==> config.mk <==
export PLATFORM = sky130hd
export DESIGN_NAME = debug_unit_param
export DESIGN_NICKNAME = d
export VERILOG_FILES = /design/src/rtl/debug_unit_param_pkg.sv /design/src/rtl/debug_tx_serializer.sv /design/src/rtl/debug_unit_param.sv
export SDC_FILE = /design/constraint.sdc
export NUM_CORES = 2
export LEC_CHECK = 0
export CAP_MARGIN = 30
export CELL_PAD_IN_SITES_DETAIL_PLACEMENT = 0
export CELL_PAD_IN_SITES_GLOBAL_PLACEMENT = 1
export CORE_AREA = 2 2 562 564
export CTS_CLUSTER_DIAMETER = 80
export DETAILED_ROUTE_END_ITERATION = 8
export DIE_AREA = 0 0 564 566
export HOLD_SLACK_MARGIN = 0.06
export MAX_ROUTING_LAYER = met4
export PLACE_DENSITY_LB_ADDON = 0.08
export REMOVE_ABC_BUFFERS = 1
export SYNTH_ARGS = -nofsm -noshare
export SYNTH_HDL_FRONTEND = slang
export SYNTH_SLANG_ARGS = --single-unit
==> constraint.sdc <==
create_clock -name top_clk -period 2.5 [get_ports top_clk]
set_input_delay 0.5 -clock top_clk [delete_from_list [all_inputs] [get_ports top_clk]]
set_output_delay 0.5 -clock top_clk [all_outputs]
set_load 0.03 [all_outputs]
==> src/rtl/debug_unit_param_pkg.sv <==
// Shared command codes, reply bytes and state types
// for the UART debug controller.
package debug_unit_param_pkg;

  localparam logic [7:0] CMD_CONT  = 8'h63;
  localparam logic [7:0] CMD_STEP  = 8'h73;
  localparam logic [7:0] CMD_NSTEP = 8'h6E;
  localparam logic [7:0] CMD_RST   = 8'h72;
  localparam logic [7:0] ACK_BYTE  = 8'h06;
  localparam logic [7:0] NAK_BYTE  = 8'h15;

  localparam int DEF_NUM_BYTES = 177;

  typedef enum logic [2:0] {
    IDLE,
    ARG,
    RUN,
    SETTLE,
    LOAD,
    XMIT
  } dbg_state_t;

  typedef enum logic [1:0] {
    TX_IDLE,
    TX_SEND,
    TX_WAIT
  } tx_state_t;

  typedef enum logic {
    MODE_CONT,
    MODE_STEP
  } run_mode_t;

endpackage

==> src/rtl/debug_tx_serializer.sv <==
// Streams a header/reply byte followed by a
// snapshot buffer, one byte per UART done tick.
module debug_tx_serializer
  import debug_unit_param_pkg::*;
#(
  parameter int         NUM_BYTES = DEF_NUM_BYTES,
  parameter logic [7:0] FRAME_HDR = 8'hA5
) (
  input  logic                         clk,
  input  logic                         rst_n,
  input  logic                         load,
  input  logic                         hdr_en,
  input  logic [7:0]                   reply,
  input  logic [$clog2(NUM_BYTES+1)-1:0] count,
  input  logic [8*NUM_BYTES-1:0]       data,
  input  logic                         tx_done_tick,
  output logic                         tx_start,
  output logic [7:0]                   tx_bus,
  output logic                         done
);

  localparam int CW = $clog2(NUM_BYTES + 1);

  tx_state_t             st_q;
  tx_state_t             st_d;
  logic [8*NUM_BYTES-1:0] buf_q;
  logic [CW-1:0]          cnt_q;
  logic [7:0]             bus_q;

  assign tx_bus = bus_q;

  // State register for the send/wait handshake.
  always_ff @(posedge clk or negedge rst_n) begin
    if (!rst_n) st_q <= TX_IDLE;
    else        st_q <= st_d;
  end

  // Next state, start strobe and end-of-frame flag.
  always_comb begin
    st_d     = st_q;
    tx_start = 1'b0;
    done     = 1'b0;
    unique case (st_q)
      TX_IDLE: if (load) st_d = TX_SEND;
      TX_SEND: begin
        tx_start = 1'b1;
        st_d     = TX_WAIT;
      end
      TX_WAIT: begin
        if (tx_done_tick) begin
          if (cnt_q != '0) begin
            st_d = TX_SEND;
          end else begin
            st_d = TX_IDLE;
            done = 1'b1;
          end
        end
      end
      default: st_d = TX_IDLE;
    endcase
  end

  // Buffer capture on load, LSB-byte-first shift per byte.
  always_ff @(posedge clk or negedge rst_n) begin
    if (!rst_n) begin
      buf_q <= '0;
      cnt_q <= '0;
      bus_q <= '0;
    end else if (load && st_q == TX_IDLE) begin
      buf_q <= data;
      cnt_q <= count;
      bus_q <= hdr_en ? FRAME_HDR : reply;
    end else if (st_q == TX_WAIT && tx_done_tick
                 && cnt_q != '0) begin
      bus_q <= buf_q[7:0];
      buf_q <= buf_q >> 8;
      cnt_q <= cnt_q - CW'(1);
    end
  end

endmodule

==> src/rtl/debug_unit_param.sv <==
// UART debug controller: command decode, gated CPU
// run window, then a framed snapshot or ACK/NAK reply.
module debug_unit_param
  import debug_unit_param_pkg::*;
#(
  parameter int         NUM_BYTES   = DEF_NUM_BYTES,
  parameter int         RUN_TIMEOUT = 47,
  parameter logic [7:0] FRAME_HDR   = 8'hA5
) (
  input  logic                   top_clk,
  input  logic                   top_rst_n,
  input  logic                   rx_done_tick,
  input  logic [7:0]             rx_bus,
  input  logic                   tx_done_tick,
  input  logic [8*NUM_BYTES-1:0] send_data,
  input  logic                   halt,
  output logic                   enable,
  output logic                   cpu_reset,
  output logic                   tx_start,
  output logic [7:0]             tx_bus,
  output logic                   busy
);

  localparam int DEBUG = 8*NUM_BYTES - 1;
  localparam int CW    = $clog2(NUM_BYTES + 1);
  localparam logic [CW-1:0] FRAME_CNT = CW'(NUM_BYTES);
  localparam logic [15:0]   TO_LAST   = 16'(RUN_TIMEOUT - 1);

  dbg_state_t state_q;
  dbg_state_t state_d;
  run_mode_t  mode_q;
  logic [15:0] run_cnt;
  logic [7:0]  steps;
  logic        hdr_q;
  logic [7:0]  reply_q;
  logic        rst_q;
  logic        load;
  logic        ser_done;
  logic        run_last;
  logic        rx_idle;

  assign enable    = (state_q == RUN);
  assign busy      = (state_q != IDLE);
  assign cpu_reset = rst_q;
  assign rx_idle   = rx_done_tick && state_q == IDLE;

  assign run_last = halt ||
    ((mode_q == MODE_CONT) ? (run_cnt == TO_LAST)
                           : (run_cnt == ({8'h00, steps} - 16'd1)));

  // Command FSM state register.
  always_ff @(posedge top_clk or negedge top_rst_n) begin
    if (!top_rst_n) state_q <= IDLE;
    else            state_q <= state_d;
  end

  // Command FSM next state and serializer load strobe.
  always_comb begin
    state_d = state_q;
    load    = 1'b0;
    unique case (state_q)
      IDLE: begin
        if (rx_done_tick) begin
          unique case (1'b1)
            rx_bus == CMD_CONT,
            rx_bus == CMD_STEP:  state_d = RUN;
            rx_bus == CMD_NSTEP: state_d = ARG;
            default:             state_d = LOAD;
          endcase
        end
      end
      ARG: begin
        if (rx_done_tick)
          state_d = (rx_bus == 8'h00) ? SETTLE : RUN;
      end
      RUN:    if (run_last) state_d = SETTLE;
      SETTLE: state_d = LOAD;
      LOAD: begin
        load    = 1'b1;
        state_d = XMIT;
      end
      XMIT:    if (ser_done) state_d = IDLE;
      default: state_d = IDLE;
    endcase
  end

  // Run counter, step count, reply selection, reset pulse.
  always_ff @(posedge top_clk or negedge top_rst_n) begin
    if (!top_rst_n) begin
      mode_q  <= MODE_CONT;
      run_cnt <= '0;
      steps   <= '0;
      hdr_q   <= 1'b0;
      reply_q <= '0;
      rst_q   <= 1'b0;
    end else begin
      rst_q <= 1'b0;
      if (rx_idle) begin
        run_cnt <= '0;
        unique case (1'b1)
          rx_bus == CMD_CONT: begin
            mode_q <= MODE_CONT;
            hdr_q  <= 1'b1;
          end
          rx_bus == CMD_STEP: begin
            mode_q <= MODE_STEP;
            steps  <= 8'd1;
            hdr_q  <= 1'b1;
          end
          rx_bus == CMD_NSTEP: begin
            mode_q <= MODE_STEP;
            hdr_q  <= 1'b1;
          end
          rx_bus == CMD_RST: begin
            hdr_q   <= 1'b0;
            reply_q <= ACK_BYTE;
            rst_q   <= 1'b1;
          end
          default: begin
            hdr_q   <= 1'b0;
            reply_q <= NAK_BYTE;
          end
        endcase
      end else if (state_q == ARG && rx_done_tick) begin
        steps   <= rx_bus;
        run_cnt <= '0;
      end else if (state_q == RUN) begin
        run_cnt <= run_cnt + 16'd1;
      end
    end
  end

  debug_tx_serializer #(
    .NUM_BYTES (NUM_BYTES),
    .FRAME_HDR (FRAME_HDR)
  ) u_ser (
    .clk          (top_clk),
    .rst_n        (top_rst_n),
    .load         (load),
    .hdr_en       (hdr_q),
    .reply        (reply_q),
    .count        (hdr_q ? FRAME_CNT : '0),
    .data         (send_data[DEBUG:0]),
    .tx_done_tick (tx_done_tick),
    .tx_start     (tx_start),
    .tx_bus       (tx_bus),
    .done         (ser_done)
  );

endmodule

# [After elaboration in Yosys (flattened, before gate mapping)]
# Index checks and enable logic that the tools add are counted.
[totals] reg_bits=1472 in_bits=1429 output_inout_bits=12 word_cells=94
[classes] add_sub_neg=3 n_eq_ne=20 n_mux=36 bitwise_logic=1 n_reduce_logical=23
[ops] op="2-to-1 mux 1416 bit" n=2
[ops] op="2-to-1 mux 8 bit" n=9
[ops] op="2-to-1 mux 16 bit" n=3
[ops] op="== test 8 x 7 -> 1 bit (second input constant)" n=4
[ops] op="one-hot mux 3 bit (6 select lines)" n=1
[ops] op="adder 16 x 1 -> 16 bit (second input constant)" n=1
[ops] op="== test 16 bit" n=1
[ops] op="== test 16 x 6 -> 1 bit (second input constant)" n=1
[ops] op="one-hot mux 8 bit (2 select lines)" n=1
[ops] op="2-to-1 mux 3 bit" n=4
[ops] op="2-to-1 mux 1 bit" n=11
[ops] op="subtractor 8 x 1 -> 9 bit (second input constant)" n=1
[ops] op="logical NOT 8 bit" n=1
[ops] op="!= test 2 bit (second input constant)" n=4
[ops] op="AND reduction 2 bit" n=4
[ops] op="nonzero test 8 bit" n=1
[ops] op="subtractor 8 x 1 -> 8 bit (second input constant)" n=1
[ops] op="== test 3 x 2 -> 1 bit (second input constant)" n=2
[ops] op="== test 3 bit (second input constant)" n=2
[ops] op="!= test 2 x 1 -> 1 bit (second input constant)" n=3
[ops] op="one-hot mux 2 bit (3 select lines)" n=1
[ops] op="one-hot mux 3 bit (2 select lines)" n=1
[ops] op="nonzero test 2 bit" n=3
[ops] op="nonzero test 3 bit" n=2
[ops] op="13 further kinds" n=19

# [Longest topological paths before layout]
[depth] depth_word=6 depth_mapped=11 ltp_nobuf=8

# [By module]
# From an unflattened synthesis, not the netlist that was laid out.
[hier_totals] cells_unflattened=8167 hier_area_um2=68534.5
[modules_own_cells] mod="debug_tx_serializer" n_inst=1 cells_each=7951 area_each_um2=66570.1 seq_area_each_um2=35884.4
[modules_own_cells] mod="debug_unit_param" n_inst=1 cells_each=216 area_each_um2=1964.4 seq_area_each_um2=825.8

# [Least setup slack after synthesis]
# OpenSTA, ideal clock, no wires.
[synth_timing] path_type="reg2reg" start="register state_q[1]" end="register run_cnt[10]" setup_time_ps=78 arrival_ps=2263 t_required_ps=2422 path_slack_ps=159 path_stages_with_launch=7 path_buffers=1 period_less_slack_ps=2341 path_cell_list="dfrtp_1 > clkbuf_1 > nor3b_2 > and4_1 > nand2_1 > or3_1 > a21oi_1"
[synth_via] elab_cells_between_ends=8 classes_between="2 x eq/ne; 2 x mux; 4 x reduce/logical"
[synth_rtl] element="start, declared" line="debug_unit_param.sv:29" rtl="dbg_state_t state_q;"
[synth_rtl] element="start signal, assigned" line="debug_unit_param.sv:54" rtl="else state_q <= state_d;"
[synth_rtl] element="== test 3 x 2 -> 1 bit"
[synth_rtl] element="net enable" line="debug_unit_param.sv:17" rtl="output logic enable,"
[synth_rtl] element="nonzero test 3 bit (no line)"
[synth_rtl] element="end signal, assigned" line="debug_unit_param.sv:128" rtl="run_cnt <= run_cnt + 16'd1;"
[synth_rtl] element="end, declared" line="debug_unit_param.sv:32" rtl="logic [15:0] run_cnt;"
# The timed path passes the listed nets, and every way through them passes these cells.
# A chain may end at the register's enable or synchronous reset.

# [Final worst setup path]
[layout_timing] start="register u_ser.cnt_q[5]" end="register u_ser.buf_q[553]"
[layout_via] elab_chain_cells=3
[layout_rtl] element="start, declared" line="debug_tx_serializer.sv:27" rtl="logic [CW-1:0] cnt_q;"
[layout_rtl] element="start signal, assigned" line="debug_tx_serializer.sv:71" rtl="cnt_q <= count;"
[layout_rtl] element="start signal, assigned" line="debug_tx_serializer.sv:77" rtl="cnt_q <= cnt_q - CW'(1);"
[layout_rtl] element="nonzero test 8 bit" line="debug_tx_serializer.sv:74" rtl="&& cnt_q != '0) begin"
[layout_rtl] element="logical AND 1 bit" line="debug_tx_serializer.sv:74"
[layout_rtl] element="nonzero test 2 bit (no line)"
[layout_rtl] element="end signal, assigned" line="debug_tx_serializer.sv:70" rtl="buf_q <= data;"
[layout_rtl] element="end signal, assigned" line="debug_tx_serializer.sv:76" rtl="buf_q <= buf_q >> 8;"
[layout_rtl] element="end, declared" line="debug_tx_serializer.sv:26" rtl="logic [8*NUM_BYTES-1:0] buf_q;"
# Every way passes these cells.

==> summary by stage <==
Outcome
The run finished, with violations left. The checks that failed: negative setup slack.

Die
The chip width is 564 um. The initial standard-cell utilization of the core is 0.2094. The die is 566 um tall. The full die area is 319,200 um2.

In this run the count of I/O pins placed on the die edge is 1,441. After floorplanning, the core was divided into 206 placement rows. The core region is 313,400 um2.

Clock tree
The TritonCTS clock tree is built. The number of buffers on the longest clock path is 4. The count of H-tree levels built during CTS is 4.

The clock-pin slew on the worst setup and hold paths is 0.06 ns. The root buffer cell is sky130_fd_sc_hd__clkbuf_16. CTS saw 1,467 sinks. For the worst-skew pair, the clock arrives at the later sink with an insertion delay of 0.87 ns. In this run, CTS created clock tree buffers numbering 194.

STA
Setup slack on the critical path of the routed design comes to -0.05134 ns. Setup repair after global routing could not meet its margin everywhere. The number of slew-limit violations in the final report is 0. The clock arrives with 0.04186 ns of skew. The achievable clock frequency is 0.3920 GHz. The final number of hold-violating endpoints is 0. Setup violations remaining at the end of the flow were counted as 76. Measured against its own limit, the worst slew margin works out to 0.5429.

The slew at the pin closest to its max-slew limit is 0.6857 ns. The minimum period implied by the final worst setup slack is 2.551 ns. The post-route fraction of the period consumed by the critical path is 1.021.

Setup path
STA classifies the critical path startpoint as a flop. The endpoint required time on the critical path is 3.26 ns. The number of buffers and inverters on the critical path is 3. The slowest stage of the critical path is the sky130_fd_sc_hd__or4_4 cell. STA classifies the critical path endpoint as a flop. The largest single stage delay on the critical path is 0.57 ns. The kind of cell with the highest combined delay on the critical path is buffers and inverters. Data on the critical path arrives at its endpoint at 3.31 ns. The maximum fanout count along the critical path is 33. The type of the worst setup path is flop to flop. The signal on the critical path passes through or4_4, o41ai_4, buf_4, buf_16, clkbuf_16, nand2_1, a31oi_1.

Final layout
The area of all placed cells without fillers is 94,820 um2. Relative to the synthesized area, the layout overhead comes to 44.47%. After the last flow step, the layout net total stands at 10,921. Of the cells placed in the final design, the portion with a size suffix greater than 1 is 0.07934.

Synth
Of the total synthesized cell area, the portion taken by XOR and XNOR cells is 0.003203. In the synthesized netlist the dominant register cell turns out to be sky130_fd_sc_hd__dfrtp_1. The count of state elements after synthesis is 1,467. Synthesis instantiated 45 different standard cells from the library. The synthesized design contains 0 enable-type register cells. The library cell occupying the most area in the post-synthesis netlist is sky130_fd_sc_hd__dfrtp_1. Of all flip-flops after synthesis, the portion carrying an async set or reset was 1.000.

Of the post-synthesis cell area, the dominant cell type holds 0.5593. Sorting the synthesized cells by area gives the leading types as sky130_fd_sc_hd__dfrtp_1 56%, sky130_fd_sc_hd__nand2_1 16%, sky130_fd_sc_hd__a31oi_1 13%. Of the synthesized area, sequential elements account for 0.5593. The adder-cell share of the synthesized area is 0.0007625. The mean instance size in the synthesized netlist is 8.176 um2.

Synthesis handed over a netlist of 8,028 instances. The post-synthesis share of cell area spent on and, or, nand and nor gates is 0.2548. The total number of yosys warnings is 0. By area, the combinational part of the netlist is dominated by simple AND/OR/NAND/NOR gates. The multiplexer share of the synthesized area is 0.0009341.

The cell area after synthesis is 65,630 um2. The share of the synthesized area in compound gates (AO/OA/AOI/OAI) is 0.1398.

Route
Once detail routing completed, the nets flagged for antenna violations numbered 0. Across all layers, the routed design uses 63,830 vias. The final layout contains routed wiring with a total length of 329,000 um. The post-detailed-route DRC marker count is 0. After detailed routing, the number of vias per cell comes to 4.610.

The average routed wire per standard cell is 23.76 um. The first TritonRoute pass finished after 7 iterations. For this block, the initial DRC count from the detailed router was 4,873.

Worst hold path
The path class of the tightest hold or removal check is primary input to asynchronous set/reset pin.

Placed design
Once detailed placement completed, the half-perimeter wirelength came to 241,600 um. The count of buffers added on input and output ports is 1,440. The total placed instance area is 87,270 um2.

At the end of routability-driven placement, the weighted congestion stood at 0.8257. The setup slack after placement is -0.1589 ns.

Job
The tool flagged a number of max-cap violations equal to 0.

Pwr
VDD sags by at most 0.5514 mV. The areal power density over the cells is 1254 nW/um2. The standby leakage power is 40.94 nW.

Global routing
For this run the aggregate overflow at the end of global routing stands at 0. The number of antenna violations at the first check in global routing is 92. Across every metal layer, demand over resource in global routing totals 0.2004. The global-route wire length before repair is 462,000 um. Entering global routing, the biggest net connects 123 pins. The number of global-route vias before repair was 64,922.
-- cells in the final DEF (no fill, tap or decap), types with 13 or more instances in the layout --
master	instances
sky130_fd_sc_hd__nand2_1	2876
sky130_fd_sc_hd__dfrtp_1	1467
sky130_fd_sc_hd__nor2_1	1438
sky130_fd_sc_hd__clkdlybuf4s50_1	1429
sky130_fd_sc_hd__a31oi_1	1413
sky130_fd_sc_hd__buf_4	298
sky130_fd_sc_hd__clkbuf_16	224
sky130_fd_sc_hd__buf_12	94
sky130_fd_sc_hd__diode_2	58
sky130_fd_sc_hd__clkbuf_1	57
sky130_fd_sc_hd__clkbuf_8	41
sky130_fd_sc_hd__buf_16	26
sky130_fd_sc_hd__nand3_1	25
sky130_fd_sc_hd__clkinv_2	24
sky130_fd_sc_hd__inv_1	22
sky130_fd_sc_hd__o21ai_0	15
sky130_fd_sc_hd__buf_6	15
sky130_fd_sc_hd__xnor2_1	13
-- worst reg2reg max path, delay by kind of cell, from the launching register on --
| family | cells | cell delay (ns) |
|---|---|---|
| AO/OA/AOI/OAI | 2 | 0.58 |
| buffers and inverters | 3 | 0.89 |
| flip-flops | 1 | 0.37 |
| AND/OR/NAND/NOR | 2 | 0.66 |
-- flip-flops by register name (all words and copies together) (netlist names) --
signal / cells
u_ser.tx_bus: 8
hdr_q: 1
steps: 8
state_q: 3
run_cnt: 16
u_ser.buf_q: 1416
mode_q: 1
u_ser.cnt_q: 8
u_ser.st_q: 2
reply_q: 3
cpu_reset: 1
-- layout make-up --
class                   instances  area, um2
fillers                     33690     218600
flip-flops and latches       1467      36710
multi-input cells            5896      26270
repair buffers               1907      20200
clock buffers                 295       5708
well taps                    4160       5205
clock inverters                42      498.0
diodes                         58      145.1
inverters                      22      82.58
-- power by group --
part | leakage, nW | switching [mW] | internal, mW
Clock | 3.05 | 11.4 | 16.4
Sequential | 16.7 | 7.28 | 36.6
Combinational | 21.2 | 27.5 | 19.7
Total | 40.9 | 46.2 | 72.7
-- cell usage after synthesis (all sizes together) (4+ instances only) --
| library cell | n |
|---|---|
| o211ai | 4 |
| xor2 | 11 |
| nor3b | 4 |
| nor4 | 8 |
| buf | 170 |
| o21ai | 15 |
| inv | 22 |
| nand2b | 6 |
| clkbuf | 473 |
| ha | 4 |
| a31oi | 1415 |
| xnor2 | 13 |
| or4 | 6 |
| dfrtp | 1467 |
| a21oi | 11 |
| nand3 | 25 |
| nand4 | 4 |
| mux2i | 5 |
| or3 | 5 |
| nor2 | 1439 |
| nor3 | 9 |
| nand2 | 2877 |
-- metrics by stage --
step | hold WS (ns) | power, mW | util | std cells | TNS, ns
6_report | 0.2149 | 118.9 | 0.3025 | 13847 | -0.9705
5_1_grt | 0.1645 | 128.4 | 0.3025 | 13840 | -78.24
4_1_cts | 0.1158 | 119.5 | 0.2987 | 13745 | -0.05006
3_5_place_dp | 0.4557 | 90.54 | 0.2784 | 13405 | -53.51
3_3_place_gp | 0.4505 | 90.07 | 0.2784 | 13405 | -21.97
2_1_floorplan | 0.2044 | 56.02 | - | 7385 | -
-- per-layer routing --
metal	wire length, um	global-route usage
met1	144800	0.2550
met2	157700	0.3261
met3	18500	0.03784
met4	7994	0.04942
met5	0	-
-- repair_timing --
action,in CTS,in global routing
gates resized for setup,27,42
buffers inserted,1,9
pin swaps,0,20
hold endpoints to repair,193,0
hold buffers,1,0
gates cloned,1,35
setup endpoints to repair,466,1257
-- path summary, 6_finish.rpt --
kind | start | to | slack, ns | cells past startpoint
max in group asynchronous | top_rst_n | u_ser.buf_q[292]$_DFFE_PN0P_ | 1.17 | 4
worst min register to register | reply_q[2]$_DFFE_PN0P_ | reply_q[2]$_DFFE_PN0P_ | 0.47 | 1
min in group top_clk | send_data[388] | u_ser.buf_q[388]$_DFFE_PN0P_ | 0.22 | 3
worst max register to register | u_ser.cnt_q[5]$_DFFE_PN0P_ | u_ser.buf_q[553]$_DFFE_PN0P_ | -0.05 | 7
worst max-delay path | u_ser.cnt_q[5]$_DFFE_PN0P_ | u_ser.buf_q[553]$_DFFE_PN0P_ | -0.05 | 7
worst min-delay path | top_rst_n | u_ser.buf_q[142]$_DFFE_PN0P_ | 0.21 | 2
-- logic make-up after synthesis --
kind of cell               after synthesis
xor gates and xnor gates                24
adders and majority gates                4
and+or+nand+nor                       4400
DFF                                   1467
AOI/OAI and AO/OA                     1462
muxes                                    6
buffers and inverters                  665
No activity file was read; power rests on OpenSTA's default activity.
